## config.mk

```make
export PLATFORM = sky130hd
export DESIGN_NAME = uart_rx_frame_flat
export DESIGN_NICKNAME = d
export VERILOG_FILES = /design/src/rtl/uart_rx_frame_if.sv /design/src/rtl/uart_rx_frame.sv /design/src/flat_wrapper.sv
export SDC_FILE = /design/constraint.sdc
export NUM_CORES = 1
export LEC_CHECK = 0
export ABC_AREA = 1
export ABC_CLOCK_PERIOD_IN_PS = 1800
export BUFFER_PORTS_ARGS = -buffer_cell sky130_fd_sc_hd__clkbuf_2
export CAP_MARGIN = 20
export CORE_MARGIN = 2
export CORE_UTILIZATION = 57
export DETAILED_ROUTE_END_ITERATION = 6
export PLACE_DENSITY = 0.76
export SYNTH_ARGS = -nofsm -noshare
export SYNTH_HDL_FRONTEND = slang
export SYNTH_SLANG_ARGS = --single-unit
```

## constraint.sdc

```tcl
create_clock -name clk -period 1.8 [get_ports clk]
set_input_delay 0.36 -clock clk [delete_from_list [all_inputs] [get_ports clk]]
set_output_delay 0.36 -clock clk [all_outputs]
set_load 0.05 [all_outputs]
```

## src/rtl/uart_rx_frame_if.sv

```systemverilog
// uart_rx_frame_if: serial line in plus decoded character outputs of the
// frame receiver. The receiver uses the slave modport; whoever drives the
// line and consumes characters uses master.
interface uart_rx_frame_if #(
  parameter int DATA_BITS = 7
);
  logic                 s_in;
  logic                 received;
  logic [DATA_BITS-1:0] received_data;
  logic                 check;
  logic                 frame_err;
  logic                 busy;

  modport master (
    output s_in,
    input  received, received_data, check, frame_err, busy
  );

  modport slave (
    input  s_in,
    output received, received_data, check, frame_err, busy
  );
endinterface

```

## src/rtl/uart_rx_frame.sv

```systemverilog
// uart_rx_frame: receiver for start + DATA_BITS (LSB first) + even parity +
// stop frames. Each bit is sampled at its middle, timed from the edge that
// first sees the start level.
// Optional macro UART_RX_SYNC_EN inserts a 2-flop input synchronizer, which
// delays every sample point by 2 cycles without changing decoded values.
//
// state     | meaning
// ST_IDLE   | line idle, waiting for the start level
// ST_START  | waiting for mid start bit to confirm it (else glitch)
// ST_DATA   | sampling data bits at their middle, LSB first
// ST_PARITY | sampling the parity bit
// ST_STOP   | sampling stop bit, publishing the character
module uart_rx_frame #(
  parameter logic START_SIG  = 1'b1,
  parameter int   BIT_CYCLES = 4,
  parameter int   DATA_BITS  = 7
) (
  input logic             clk,
  input logic             rst,
  uart_rx_frame_if.slave  bus
);

  localparam int CW = $clog2(BIT_CYCLES) + 1;
  localparam int IW = (DATA_BITS > 1) ? $clog2(DATA_BITS) : 1;

  // Down-counter reloads: reaching zero marks the sample edge.
  localparam logic [CW-1:0] HALF_LOAD = CW'(BIT_CYCLES / 2 - 1);
  localparam logic [CW-1:0] BIT_LOAD  = CW'(BIT_CYCLES - 1);
  localparam logic [IW-1:0] LAST_IDX  = IW'(DATA_BITS - 1);
  localparam logic          IDLE_LVL  = ~START_SIG;

  localparam logic [2:0] ST_IDLE   = 3'd0;
  localparam logic [2:0] ST_START  = 3'd1;
  localparam logic [2:0] ST_DATA   = 3'd2;
  localparam logic [2:0] ST_PARITY = 3'd3;
  localparam logic [2:0] ST_STOP   = 3'd4;

  logic [2:0]           state;
  logic [CW-1:0]        cnt;
  logic [IW-1:0]        idx;
  logic [DATA_BITS-1:0] shreg;
  logic                 par_bit;
  logic [DATA_BITS-1:0] rx_data;
  logic                 rx_check;
  logic                 rx_ferr;
  logic                 rx_pulse;
  logic                 s;

`ifdef UART_RX_SYNC_EN
  logic [1:0] sync_q;

  // Two-flop synchronizer, parked at the idle level so reset never looks like a start.
  always_ff @(posedge clk or posedge rst) begin
    if (rst) sync_q <= {2{IDLE_LVL}};
    else     sync_q <= {sync_q[0], bus.s_in};
  end

  assign s = sync_q[1];
`else
  assign s = bus.s_in;
`endif

  // Frame decoder: start detection, mid-bit sampling and character publish.
  always_ff @(posedge clk or posedge rst) begin
    if (rst) begin
      state    <= ST_IDLE;
      cnt      <= '0;
      idx      <= '0;
      shreg    <= '0;
      par_bit  <= 1'b0;
      rx_data  <= '0;
      rx_check <= 1'b0;
      rx_ferr  <= 1'b0;
      rx_pulse <= 1'b0;
    end else begin
      rx_pulse <= 1'b0;
      case (state)
        ST_IDLE: begin
          if (s == START_SIG) begin
            state <= ST_START;
            cnt   <= HALF_LOAD;
          end
        end
        ST_START: begin
          if (cnt != '0) begin
            cnt <= cnt - 1'b1;
          end else if (s == START_SIG) begin
            state <= ST_DATA;
            idx   <= '0;
            cnt   <= BIT_LOAD;
          end else begin
            state <= ST_IDLE;
          end
        end
        ST_DATA: begin
          if (cnt != '0) begin
            cnt <= cnt - 1'b1;
          end else begin
            shreg <= {s, shreg[DATA_BITS-1:1]};
            cnt   <= BIT_LOAD;
            if (idx == LAST_IDX) state <= ST_PARITY;
            else                 idx   <= idx + 1'b1;
          end
        end
        ST_PARITY: begin
          if (cnt != '0) begin
            cnt <= cnt - 1'b1;
          end else begin
            par_bit <= s;
            cnt     <= BIT_LOAD;
            state   <= ST_STOP;
          end
        end
        ST_STOP: begin
          if (cnt != '0) begin
            cnt <= cnt - 1'b1;
          end else begin
            // A bad stop bit still publishes the character, only flagged.
            rx_data  <= shreg;
            rx_check <= (par_bit == ^shreg);
            rx_ferr  <= (s != IDLE_LVL);
            rx_pulse <= 1'b1;
            cnt      <= '0;
            state    <= ST_IDLE;
          end
        end
        default: begin
          state <= ST_IDLE;
          cnt   <= '0;
        end
      endcase
    end
  end

  assign bus.received      = rx_pulse;
  assign bus.received_data = rx_data;
  assign bus.check         = rx_check;
  assign bus.frame_err     = rx_ferr;
  assign bus.busy          = (state != ST_IDLE);

endmodule

```

## src/flat_wrapper.sv

```systemverilog
// flat-port wrapper written by rule: the top's interface ports become plain ports
module uart_rx_frame_flat 
#(
  parameter logic START_SIG  = 1'b1,
  parameter int   BIT_CYCLES = 4,
  parameter int   DATA_BITS  = 7
)
  (clk, rst, bus_s_in, bus_received, bus_received_data, bus_check, bus_frame_err, bus_busy);
  uart_rx_frame_if #(.DATA_BITS(DATA_BITS)) bus_i ();
  input logic clk;
  input logic rst;
  input wire logic [$bits(bus_i.s_in)-1:0] bus_s_in;
  output wire logic [$bits(bus_i.received)-1:0] bus_received;
  output wire logic [$bits(bus_i.received_data)-1:0] bus_received_data;
  output wire logic [$bits(bus_i.check)-1:0] bus_check;
  output wire logic [$bits(bus_i.frame_err)-1:0] bus_frame_err;
  output wire logic [$bits(bus_i.busy)-1:0] bus_busy;
  assign bus_i.s_in = bus_s_in;
  assign bus_received = bus_i.received;
  assign bus_received_data = bus_i.received_data;
  assign bus_check = bus_i.check;
  assign bus_frame_err = bus_i.frame_err;
  assign bus_busy = bus_i.busy;
  uart_rx_frame #(.START_SIG(START_SIG), .BIT_CYCLES(BIT_CYCLES), .DATA_BITS(DATA_BITS)) u_core (.clk(clk), .rst(rst), .bus(bus_i));
endmodule
```

; ---- Word-level counts from Yosys, hierarchy flattened
; Index checks and enable logic that the tools add are counted.
; W data, S select, Z words.
[classes]
n_addsub = 2
n_eq_ne = 15
muxes = 20
n_bitwise = 1
n_reduce_logical = 12
[ops]
columns = cell, n
row1 = $mux W3, 14
row2 = $pmux W3 S5, 1
row3 = $ne A2 B2 Y1 const B, 7
row4 = $pmux W3 S4, 1
row5 = $reduce_and A2 Y1, 4
row6 = $reduce_xor A7 Y1, 1
row7 = $eq A3 B2 Y1 const B, 2
row8 = $eq A3 B3 Y1 const B, 2
row9 = $pmux W3 S2, 1
row10 = $reduce_and A6 Y1, 1
row11 = $reduce_bool A3 Y1, 2
row12 = $reduce_and A5 Y1, 1
row13 = $add A3 B1 Y3 const B, 1
row14 = $eq A3 B1 Y1 const B, 1
row15 = $logic_not A3 Y1, 1
row16 = $ne A3 B2 Y1 const B, 1
row17 = $sub A3 B1 Y3 const B, 1
row18 = $mux W1, 2
row19 = $mux W2, 1
row20 = $ne A2 B1 Y1 const B, 1
row21 = $reduce_bool A2 Y1, 1
row22 = $reduce_or A2 Y1, 1
row23 = $eq A1 B1 Y1, 1
row24 = $not A1 Y1, 1
[totals]
regBits = 27
input_bits = 3
output_inout_bits = 11

; ---- Longest topological paths before layout
; Gate-level depths: netlist of run 1.
[logic_depth]
depth_word = 4
depth_mapped = 10
depth_no_buf = 10

; ---- Least setup slack after synthesis of run 1
; No wires, ideal clock.
[synth_path]
path_kind = register -> register
startpoint = reg u_core.state[0]
endpoint = reg u_core.rx_ferr (netlist: u_core.bus.frame_err)
arrival_ns = 1.115
slack_ns = 0.565
path_stages_with_launch = 10
n_path_buf = 1
synth_period_minus_slack_ns = 1.235
path_cell_list = dfrtp_1 nor2_2 inv_2 nor2_4 inv_2 nor2_4 inv_4 buf_12 nand2_2 o21ai_2
[synth_via]
elab_chain_len = 2
[synth_lines]
columns = item, line_no
row1 = from (decl), uart_rx_frame.sv:38  ; logic [2:0] state;
row2 = from (signal assigned), uart_rx_frame.sv:66  ; state <= ST_IDLE;
row3 = from (signal assigned), uart_rx_frame.sv:80  ; state <= ST_START;
row4 = from (signal assigned), uart_rx_frame.sv:88  ; state <= ST_DATA;
row5 = $eq A3 B3 Y1, uart_rx_frame.sv:77  ; case (state)
row6 = $reduce_and A2 Y1 (no line), n/a
row7 = to (signal assigned), uart_rx_frame.sv:121  ; rx_ferr <= (s != IDLE_LVL);
row8 = to (decl), uart_rx_frame.sv:45  ; logic rx_ferr;
; No other way between the ends.
; A chain may end at the register's enable or synchronous reset.

; ---- Worst setup path after layout of run 1
[layout_path]
startpoint = reg u_core.state[0]
endpoint = out bus_busy
[layout_via]
elab_chain_len = 1
[layout_lines]
columns = item, line_no
row1 = $reduce_bool A3 Y1, uart_rx_frame.sv:139  ; assign bus.busy = (state != ST_IDLE);
row2 = to (decl), flat_wrapper.sv:17  ; output wire logic [$bits(bus_i.busy)-1:0] bus_busy;
; No other way between the ends.

==> flow_summary.json, run 1 <==
{
  "worst_path_max_delay_cell": "dfrtp_1",
  "hold_violations": 0,
  "cts_tree": "built",
  "io_buffer_count": 13,
  "synth_seq_cells": 27,
  "wl_per_cell_um": 10.9,
  "cts_setup_buffers": 0,
  "grt_pass1_vias": 1084,
  "finalCritPeriodShare_pct": 91.9,
  "layout_common_cells": "nand2_1, dfrtp_1, inv_1",
  "finalSetupViolations": 0,
  "end_kind": "output port",
  "ys_warn_count": 0,
  "drtPass1Iterations": 4,
  "holdBufCountCts": 0,
  "place_congestion": 0.885,
  "syn_avg_cell_area_um2": 7.78,
  "grt_first_pass_wirelength_um": 4280,
  "drive_gt1_share_pct": 19.4,
  "core_area_um2": 2430,
  "cts_buffers": 3,
  "dpl.cell_count": 227,
  "critPathBufInv": 1,
  "async_reset_ff_share_pct": 100,
  "placementRows": 18,
  "drv_cap": 0,
  "cts_resized": 0,
  "synth_ff_type": "dfrtp_1",
  "cts.sinks": 27,
  "p_leak_nw": 0.853,
  "synth-edff-count": 0,
  "detail-route-antenna-nets": 0,
  "cts_root_buf": "clkbuf_4",
  "dr_total_vias": 1160,
  "cp-start-kind": "register",
  "initial_utilization_pct": 59.2,
  "dp_hpwl_um": 1960,
  "stdcell_count": 231,
  "required_ns": 1.44,
  "rsz0062_at_grt": "false",
  "min_period_ns": 1.65,
  "crit_arrival_ns": 1.29,
  "grt_overflow_total": 0,
  "dieWidth_um": 54.2,
  "synth.distinct_cells": 20,
  "cts_buffer_depth": 2,
  "vias_per_cell": 5.02,
  "max_freq_mhz": 605,
  "fin_nets": 207,
  "synth_nets": 190,
  "ir_worst_vdd_mv": 1.25,
  "grt_max_degree": 28,
  "finalSetupTns_ns": 0,
  "max_stage_delay_ns": 0.44,
  "n_antenna_cell": 0,
  "drt_iter0_drc": 19,
  "path_delay_family": "flip-flops",
  "io_pins": 14,
  "antenna_found_initial": 0,
  "clk_pin_slew_ns": 0.13,
  "synth_seq_area_share_pct": 47.0,
  "crit_fanout": 4,
  "worst_pin_slew_ns": 0.336,
  "p_per_area_nw_per_um2": 1730,
  "hp-class": "input port to async pin",
  "cp_cell_sequence": "nor2_1 > nand2_1 > clkbuf_2",
  "finClkSkew_ns": 0.000895,
  "clock_latency_ns": 0.31,
  "setup.worst_path.class": "register to output port",
  "drv_slew": 0,
  "final_common_cell": "nand2_1",
  "status": "finished, final reports clean",
  "synthCells": 185,
  "maxSlewHeadroom_pct": 77.6,
  "htreeDepth": 1,
  "syn_area_um2": 1440,
  "die_height_um": 54.2,
  "routed_wl_um": 2510,
  "power_w": 0.00267,
  "area.growth.synth_to_final_pct": 7.30,
  "drcViolationCount": 0,
  "grt.total_usage_pct": 20.0,
  "die_area_um2": 2940
}
-- worst paths after layout --
kind	slack, ns	end	startpoint	cells after the start
worst min-delay path	0.06	u_core.shreg[1]$_DFFE_PP0P_	rst	3
worst min register to register	0.50	u_core.bus.received_data[3]$_DFFE_PP0P_	u_core.bus.received_data[3]$_DFFE_PP0P_	2
worst max-delay path	0.15	bus_busy	u_core.state[0]$_DFFE_PP0P_	3
min in group clk	0.41	u_core.bus.frame_err$_DFFE_PP0P_	bus_s_in	3
worst max register to register	0.41	u_core.idx[0]$_DFFE_PP0P_	u_core.idx[0]$_DFFE_PP0P_	8
max in group asynchronous	1.50	u_core.bus.check$_DFFE_PP0P_	rst	3
-- registers in the layout, summed over array words and instances (netlist names) --
signal                    cells
u_core.bus.received_data      7
u_core.shreg                  7
u_core.cnt                    3
u_core.idx                    3
u_core.state                  3
u_core.bus.check              1
u_core.bus.frame_err          1
u_core.bus.received           1
u_core.par_bit                1
-- area by class of cell --
cell class / count / area, um2
inverter: 28 / 108
fill: 219 / 888
tap: 30 / 37.5
multi-input combinational: 128 / 624
sequential: 27 / 676
timing repair buffer: 14 / 72.6
clock buffer: 4 / 26.3
-- synth_stat cells, types with 2 or more instances --
cell / count / share of area, %
dfrtp_1: 27 / 47
ha_1: 2 / 1.7
inv_1: 22 / 5.7
inv_2: 5 / 1.3
nand2_1: 69 / 18
nand2_2: 2 / 0.87
nand2_4: 2 / 1.6
nand3_1: 6 / 2.1
nor2_1: 14 / 3.7
nor2_4: 3 / 2.3
o21ai_0: 9 / 3.1
o21ai_1: 9 / 3.1
o21ai_2: 8 / 4.9
-- logic make-up after synthesis --
logic type | Yosys count | share of synthesized area, %
xor+xnor | 2 | 1.22
fa+ha+maj | 2 | 1.74
simple gates | 97 | 29.0
buf+inv | 30 | 9.65
flops | 27 | 47.0
compound gates | 27 | 11.5
-- where the power goes --
part / switching (W) / total (W) / internal, W
logic: 0.000995 / 0.00142 / 0.000429
registers: 0.000190 / 0.000991 / 0.000801
clock network: 0.000164 / 0.000251 / 0.0000865
-- per-layer routing --
metal  wire (um)  global-route usage (%)  share of wire, %  up-vias
li1            -                       -                 -      599
met1        1070                    22.6                43      540
met2        1340                    37.6                53       19
met3          79                    3.01               3.1        2
met4          15                    7.08              0.60        0
met5           0                       0                 0        -
-- tightest hold or removal path: cells and delay by family --
family	cells	cell delay, ns
buffers and inverters	3	0.43
-- stage by stage --
step	utilization, %	hold slack [ns]	area [um2]	worst slack [ns]
2_1_floorplan	-	0.413	1440	0.565
3_3_place_gp	62.4	0.414	1520	0.461
3_5_place_dp	62.4	0.418	1520	0.430
4_1_cts	63.5	0.0595	1540	0.129
5_1_grt	63.5	0.0669	1540	0.0316
6_report	63.5	0.0565	1540	0.147
Note: power is estimated with default switching activity, not from simulation.
==> run 2, diff against run 1 <==
Settings changed: ABC_CLOCK_PERIOD_IN_PS 1800 to 1540.
Clock period 1.8 ns to 1.54 ns, I/O delays scaled along.
==> run 2 against run 1 <==
Effect of this change:
- largest cell class unchanged
- global-route usage shrank 0.31 points
- sequential cell count is the same
- the run now ends with hold timing left
- critical path type is now register to register
- non-clock buffer count grew 1
- cell count rose by 0.43%
- largest power group unchanged
==> flow_summary.json, run 2 (synthesized netlist as in run 1, its figures left out) <==
{
  "drt_iter0_drc": 24,
  "drv_slew": 0,
  "die_area_um2": 2940,
  "cts.sinks": 27,
  "clock_latency_ns": 0.31,
  "rsz0062_at_grt": "false",
  "holdBufCountCts": 0,
  "placed_area_um2": 1520,
  "grt_overflow_total": 0,
  "dieWidth_um": 54.2,
  "required_ns": 1.75,
  "grt.total_usage_pct": 19.7,
  "dp_hpwl_um": 1970,
  "place_congestion": 0.887,
  "finalSetupViolations": 0,
  "drcViolationCount": 0,
  "drtPass1Iterations": 4,
  "cp-start-kind": "register",
  "cts_buffer_depth": 2,
  "hp-class": "input port to async pin",
  "finalCritPeriodShare_pct": 93.5,
  "dr_total_vias": 1153,
  "setup.worst_path.class": "register to register",
  "max_freq_mhz": 694,
  "area.growth.synth_to_final_pct": 9.22,
  "detail-route-antenna-nets": 0,
  "grt_max_degree": 28,
  "finClkSkew_ns": 0.00880,
  "finalSetupTns_ns": 0,
  "holdWs_ns": -0.00152,
  "ir_worst_vdd_mv": 1.35,
  "routed_wl_um": 2530,
  "io_buffer_count": 13,
  "status": "finished, violations left",
  "io_pins": 14,
  "hold_violations": 6,
  "p_per_area_nw_per_um2": 2040,
  "maxSlewHeadroom_pct": 78.1,
  "grt_pass1_vias": 1062,
  "p_leak_nw": 0.860,
  "worst_pin_slew_ns": 0.329,
  "drive_gt1_share_pct": 21.8,
  "crit_fanout": 17,
  "core_area_um2": 2430,
  "fin_nets": 208,
  "htreeDepth": 1,
  "antenna_found_initial": 0,
  "placementRows": 18,
  "wl_per_cell_um": 10.9,
  "cts_root_buf": "clkbuf_4",
  "violations": "hold timing",
  "power_w": 0.00320,
  "n_antenna_cell": 0,
  "cts_buffers": 3,
  "cts_tree": "built",
  "min_period_ns": 1.44,
  "drv_cap": 0,
  "die_height_um": 54.2,
  "final_common_cell": "nand2_1",
  "initial_utilization_pct": 59.2,
  "vias_per_cell": 4.97,
  "end_kind": "register",
  "layout_common_cells": "nand2_1, dfrtp_1, inv_1",
  "grt_first_pass_wirelength_um": 4180,
  "design_area_um2": 1570,
  "crit_arrival_ns": 1.65,
  "clk_pin_slew_ns": 0.14
}
## run 2: critical path, stage by stage (launching register included)
cell     delay [ns]
dfrtp_1        0.44
buf_4          0.16
nor2_2         0.13
inv_2          0.06
nor2_4         0.09
inv_2          0.05
nor2_4         0.12
inv_4          0.12
nand2_1        0.10
o21ai_2        0.05
## run 2: area by class of cell
type	instances	area (um2)
clock buffers	4	26.3
fillers	202	861
inverters	28	108
multi-input cells	128	637
flip-flops and latches	27	677
well taps	30	37.5
repair buffers	15	86.3
## run 2: report_power, final
| part | total, W | leakage (nW) | internal, W | switching, W |
|---|---|---|---|---|
| clock network | 0.000293 | 0.0150 | 0.000101 | 0.000192 |
| logic | 0.00175 | 0.490 | 0.000553 | 0.00120 |
| registers | 0.00116 | 0.356 | 0.000938 | 0.000225 |
| total | 0.00320 | 0.860 | 0.00159 | 0.00161 |
## run 2: path summary, 6_finish.rpt
path,start,endpoint,slack (ns),depth (start not counted)
worst max register to register,u_core.state[0]$_DFFE_PP0P_,u_core.bus.received_data[5]$_DFFE_PP0P_,0.1,9
worst min-delay path,rst,u_core.shreg[1]$_DFFE_PP0P_,-0.002,3
worst min register to register,u_core.bus.received_data[6]$_DFFE_PP0P_,u_core.bus.received_data[6]$_DFFE_PP0P_,0.50,2
worst max-delay path,u_core.state[0]$_DFFE_PP0P_,u_core.bus.received_data[5]$_DFFE_PP0P_,0.1,9
min in group clk,bus_s_in,u_core.bus.frame_err$_DFFE_PP0P_,0.35,3
max in group asynchronous,rst,u_core.state[1]$_DFFE_PP0P_,1.28,3
## run 2: per-layer routing
layer  track usage [%]  part of all wire [%]  vias up
met3              2.46                   2.3        2
met4              6.67                  0.59        0
met5                 0                     0        -
met2              38.6                    53       13
met1              21.3                    44      536
li1                  -                     -      602
## run 2: timing repair
action	4_1_cts	5_1_grt
gates resized for setup	2	6
setup buffers	1	0
hold endpoints to repair	0	0
setup endpoints to repair	1	4
## run 2: per-stage QoR
step / utilization (%) / setup slack, ns / instances / hold slack, ns
global route: 64.6 / 0.0163 / 232 / 0.0290
detailed placement: 62.4 / 0.181 / 227 / 0.369
CTS: 64.0 / 0.0248 / 232 / 0.00924
floorplan: - / 0.305 / 185 / 0.361
finish: 64.6 / 0.0999 / 232 / -0.00152
global placement: 62.4 / 0.223 / 227 / 0.361
==> run 3, diff against run 2 <==
--- a/config.mk
+++ b/config.mk
@@ -11,7 +11,7 @@
 export CAP_MARGIN = 20
 export CORE_MARGIN = 2
-export CORE_UTILIZATION = 57
+export CORE_UTILIZATION = 45
 export DETAILED_ROUTE_END_ITERATION = 6
-export PLACE_DENSITY = 0.76
+export PLACE_DENSITY = 0.62
 export SYNTH_ARGS = -nofsm -noshare
 export SYNTH_HDL_FRONTEND = slang
==> constraint.sdc (replaced) <==
create_clock -name clk -period 1.54 [get_ports clk]
set_input_delay 0.154 -clock clk [delete_from_list [all_inputs] [get_ports clk]]
set_output_delay 0.154 -clock clk [all_outputs]
set_load 0.05 [all_outputs]
==> run 3 against run 2 <==
Effect of this change:
- the run now ends clean
- die area up 25%
- non-clock buffer count did not move
- cell area is 0.32% higher
- utilization down 13 points
- cell count is 6.0% higher
- clock power rose by 2%
- wire length decreased by 5.5%
- first-iteration DRC count rose by 67%
- register-to-register slack improved by 0.11 ns
- clock skew decreased by 0.00085 ns
- sequential power barely moved
- via count shrank 2.9%
- largest power group unchanged
==> flow_summary.json, run 3 (synthesized netlist as in run 1, its figures left out) <==
{
  "crit_arrival_ns": 1.26,
  "path_delay_family": "flip-flops",
  "n_antenna_cell": 0,
  "grt_overflow_total": 0,
  "pwr-share-clk_pct": 9.6,
  "stdcell_count": 246,
  "seqPwrFrac_pct": 36.7,
  "setup.worst_path.class": "register to output port",
  "final_common_cell": "nand2_1",
  "critPathLaunch": "u_core.state[0]$_DFFE_PP0P_",
  "end_kind": "output port",
  "max_freq_mhz": 707,
  "detail-route-antenna-nets": 0,
  "drv_slew": 0,
  "io_buffer_count": 13,
  "wl_per_cell_um": 9.72,
  "p_sw_w": 0.00157,
  "hp-class": "input port to register",
  "finalCritPeriodShare_pct": 91.9,
  "rsz0062_at_grt": "false",
  "layout_common_cells": "nand2_1, dfrtp_1, inv_1",
  "place_congestion": 0.871,
  "clock_latency_ns": 0.32,
  "status": "finished, final reports clean",
  "dp_hpwl_um": 1840,
  "crit_fanout": 4,
  "cp-start-kind": "register",
  "grt.total_usage_pct": 16.2,
  "core_area_um2": 3050,
  "r2r_start": "u_core.idx[0]$_DFFE_PP0P_",
  "p_per_area_nw_per_um2": 1980,
  "switching_share_pct": 50.3,
  "grt_first_pass_wirelength_um": 4420,
  "dr_total_vias": 1119,
  "cts_buffers": 3,
  "worst_path_max_delay_cell": "dfrtp_1",
  "drtPass1Iterations": 4,
  "antenna_found_initial": 0,
  "routed_wl_um": 2390,
  "dpl.cell_count": 241,
  "hold_violations": 0,
  "grt_pass1_vias": 1059,
  "fillerInstances": 307,
  "power_frac_comb_pct": 53.7,
  "dieWidth_um": 60.5,
  "clk_pin_slew_ns": 0.13,
  "drive_gt1_share_pct": 20.3,
  "cts.sinks": 27,
  "cts_buffer_depth": 2,
  "finalSetupTns_ns": 0,
  "die_height_um": 60.5,
  "worstHoldStart": "bus_s_in",
  "htreeDepth": 1,
  "min_period_ns": 1.41,
  "p_int_w": 0.00155,
  "grt_max_degree": 28,
  "area.growth.synth_to_final_pct": 9.57,
  "fin_nets": 208,
  "vias_per_cell": 4.55,
  "p_leak_nw": 0.856,
  "critPathBufInv": 1,
  "finClkSkew_ns": 0.00795,
  "cp_cell_sequence": "nor2_1 > nand2_1 > buf_2",
  "required_ns": 1.39,
  "placementRows": 20,
  "drcViolationCount": 0,
  "finalSetupViolations": 0,
  "ir_worst_vdd_mv": 0.896,
  "cts_tree": "built",
  "initial_utilization_pct": 47.1,
  "maxSlewHeadroom_pct": 77.0,
  "drt_iter0_drc": 40,
  "io_pins": 14,
  "die_area_um2": 3670,
  "max_stage_delay_ns": 0.43,
  "cts_root_buf": "clkbuf_4",
  "worst_pin_slew_ns": 0.345,
  "drv_cap": 0
}
==> run 3: per-layer routing <==
metal | wire [um] | up-vias | global-route usage, %
met1 | 1180 | 501 | 20.8
met4 | 31 | 0 | 5.90
met5 | 0 | - | 0
met3 | 56 | 4 | 2.56
met2 | 1120 | 13 | 27.6
li1 | - | 601 | -
==> run 3: worst min-delay path, cell delays in order <==
cell and delay [ns]:
clkbuf_2 0.09, inv_1 0.11, o21ai_2 0.14
==> run 3: area by class of cell <==
cell class / count / area [um2] / area share (%)
repair buffers: 15 / 82.6 / 5.24
inverters: 28 / 108 / 6.83
flip-flops and latches: 27 / 676 / 42.9
clock buffers: 4 / 26.3 / 1.67
multi-input cells: 128 / 629 / 39.9
well taps: 44 / 55.1 / 3.49
==> run 3: worst paths after layout <==
path / slack (ns) / to / depth (start not counted)
setup / recovery: 0.13 / bus_busy / 3
hold / removal: 0.20 / u_core.bus.frame_err$_DFFE_PP0P_ / 3
setup reg to reg: 0.21 / u_core.idx[0]$_DFFE_PP0P_ / 8
hold reg to reg: 0.50 / u_core.bus.received_data[5]$_DFFE_PP0P_ / 2
max in group asynchronous: 0.89 / u_core.shreg[5]$_DFFE_PP0P_ / 4
min in group asynchronous: 0.39 / u_core.shreg[0]$_DFFE_PP0P_ / 4
==> run 3: power by group through the flow <==
| stage | Sequential [W] | Combinational, W | Clock, W |
|---|---|---|---|
| after floorplan | 0.00136 | 0.00116 | 0 |
| after global placement | 0.00114 | 0.00164 | 0 |
| after detailed placement | 0.00116 | 0.00167 | 0 |
| after CTS | 0.00114 | 0.00168 | 0.000312 |
| after global routing | 0.00118 | 0.00193 | 0.000348 |
| final | 0.00114 | 0.00167 | 0.000300 |
==> run 3: what timing repair did <==
item	4_1_cts	5_1_grt
hold buffers	1	0
resized for setup	0	3
endpoints found under the setup margin	0	4
buffers inserted	0	0
hold endpoints to repair	27	0
==> run 3: stage by stage <==
stage / hold slack [ns] / utilization, % / power, W / setup slack, ns / cell area, um2
6_report: 0.205 / 51.6 / 0.00311 / 0.125 / 1580
5_1_grt: 0.228 / 51.6 / 0.00347 / 0.00627 / 1580
4_1_cts: 0.200 / 51.5 / 0.00313 / 0.0840 / 1570
3_5_place_dp: 0.220 / 50.3 / 0.00283 / 0.157 / 1540
3_3_place_gp: 0.211 / 50.3 / 0.00278 / 0.184 / 1540
2_1_floorplan: 0.207 / - / 0.00252 / 0.305 / 1440
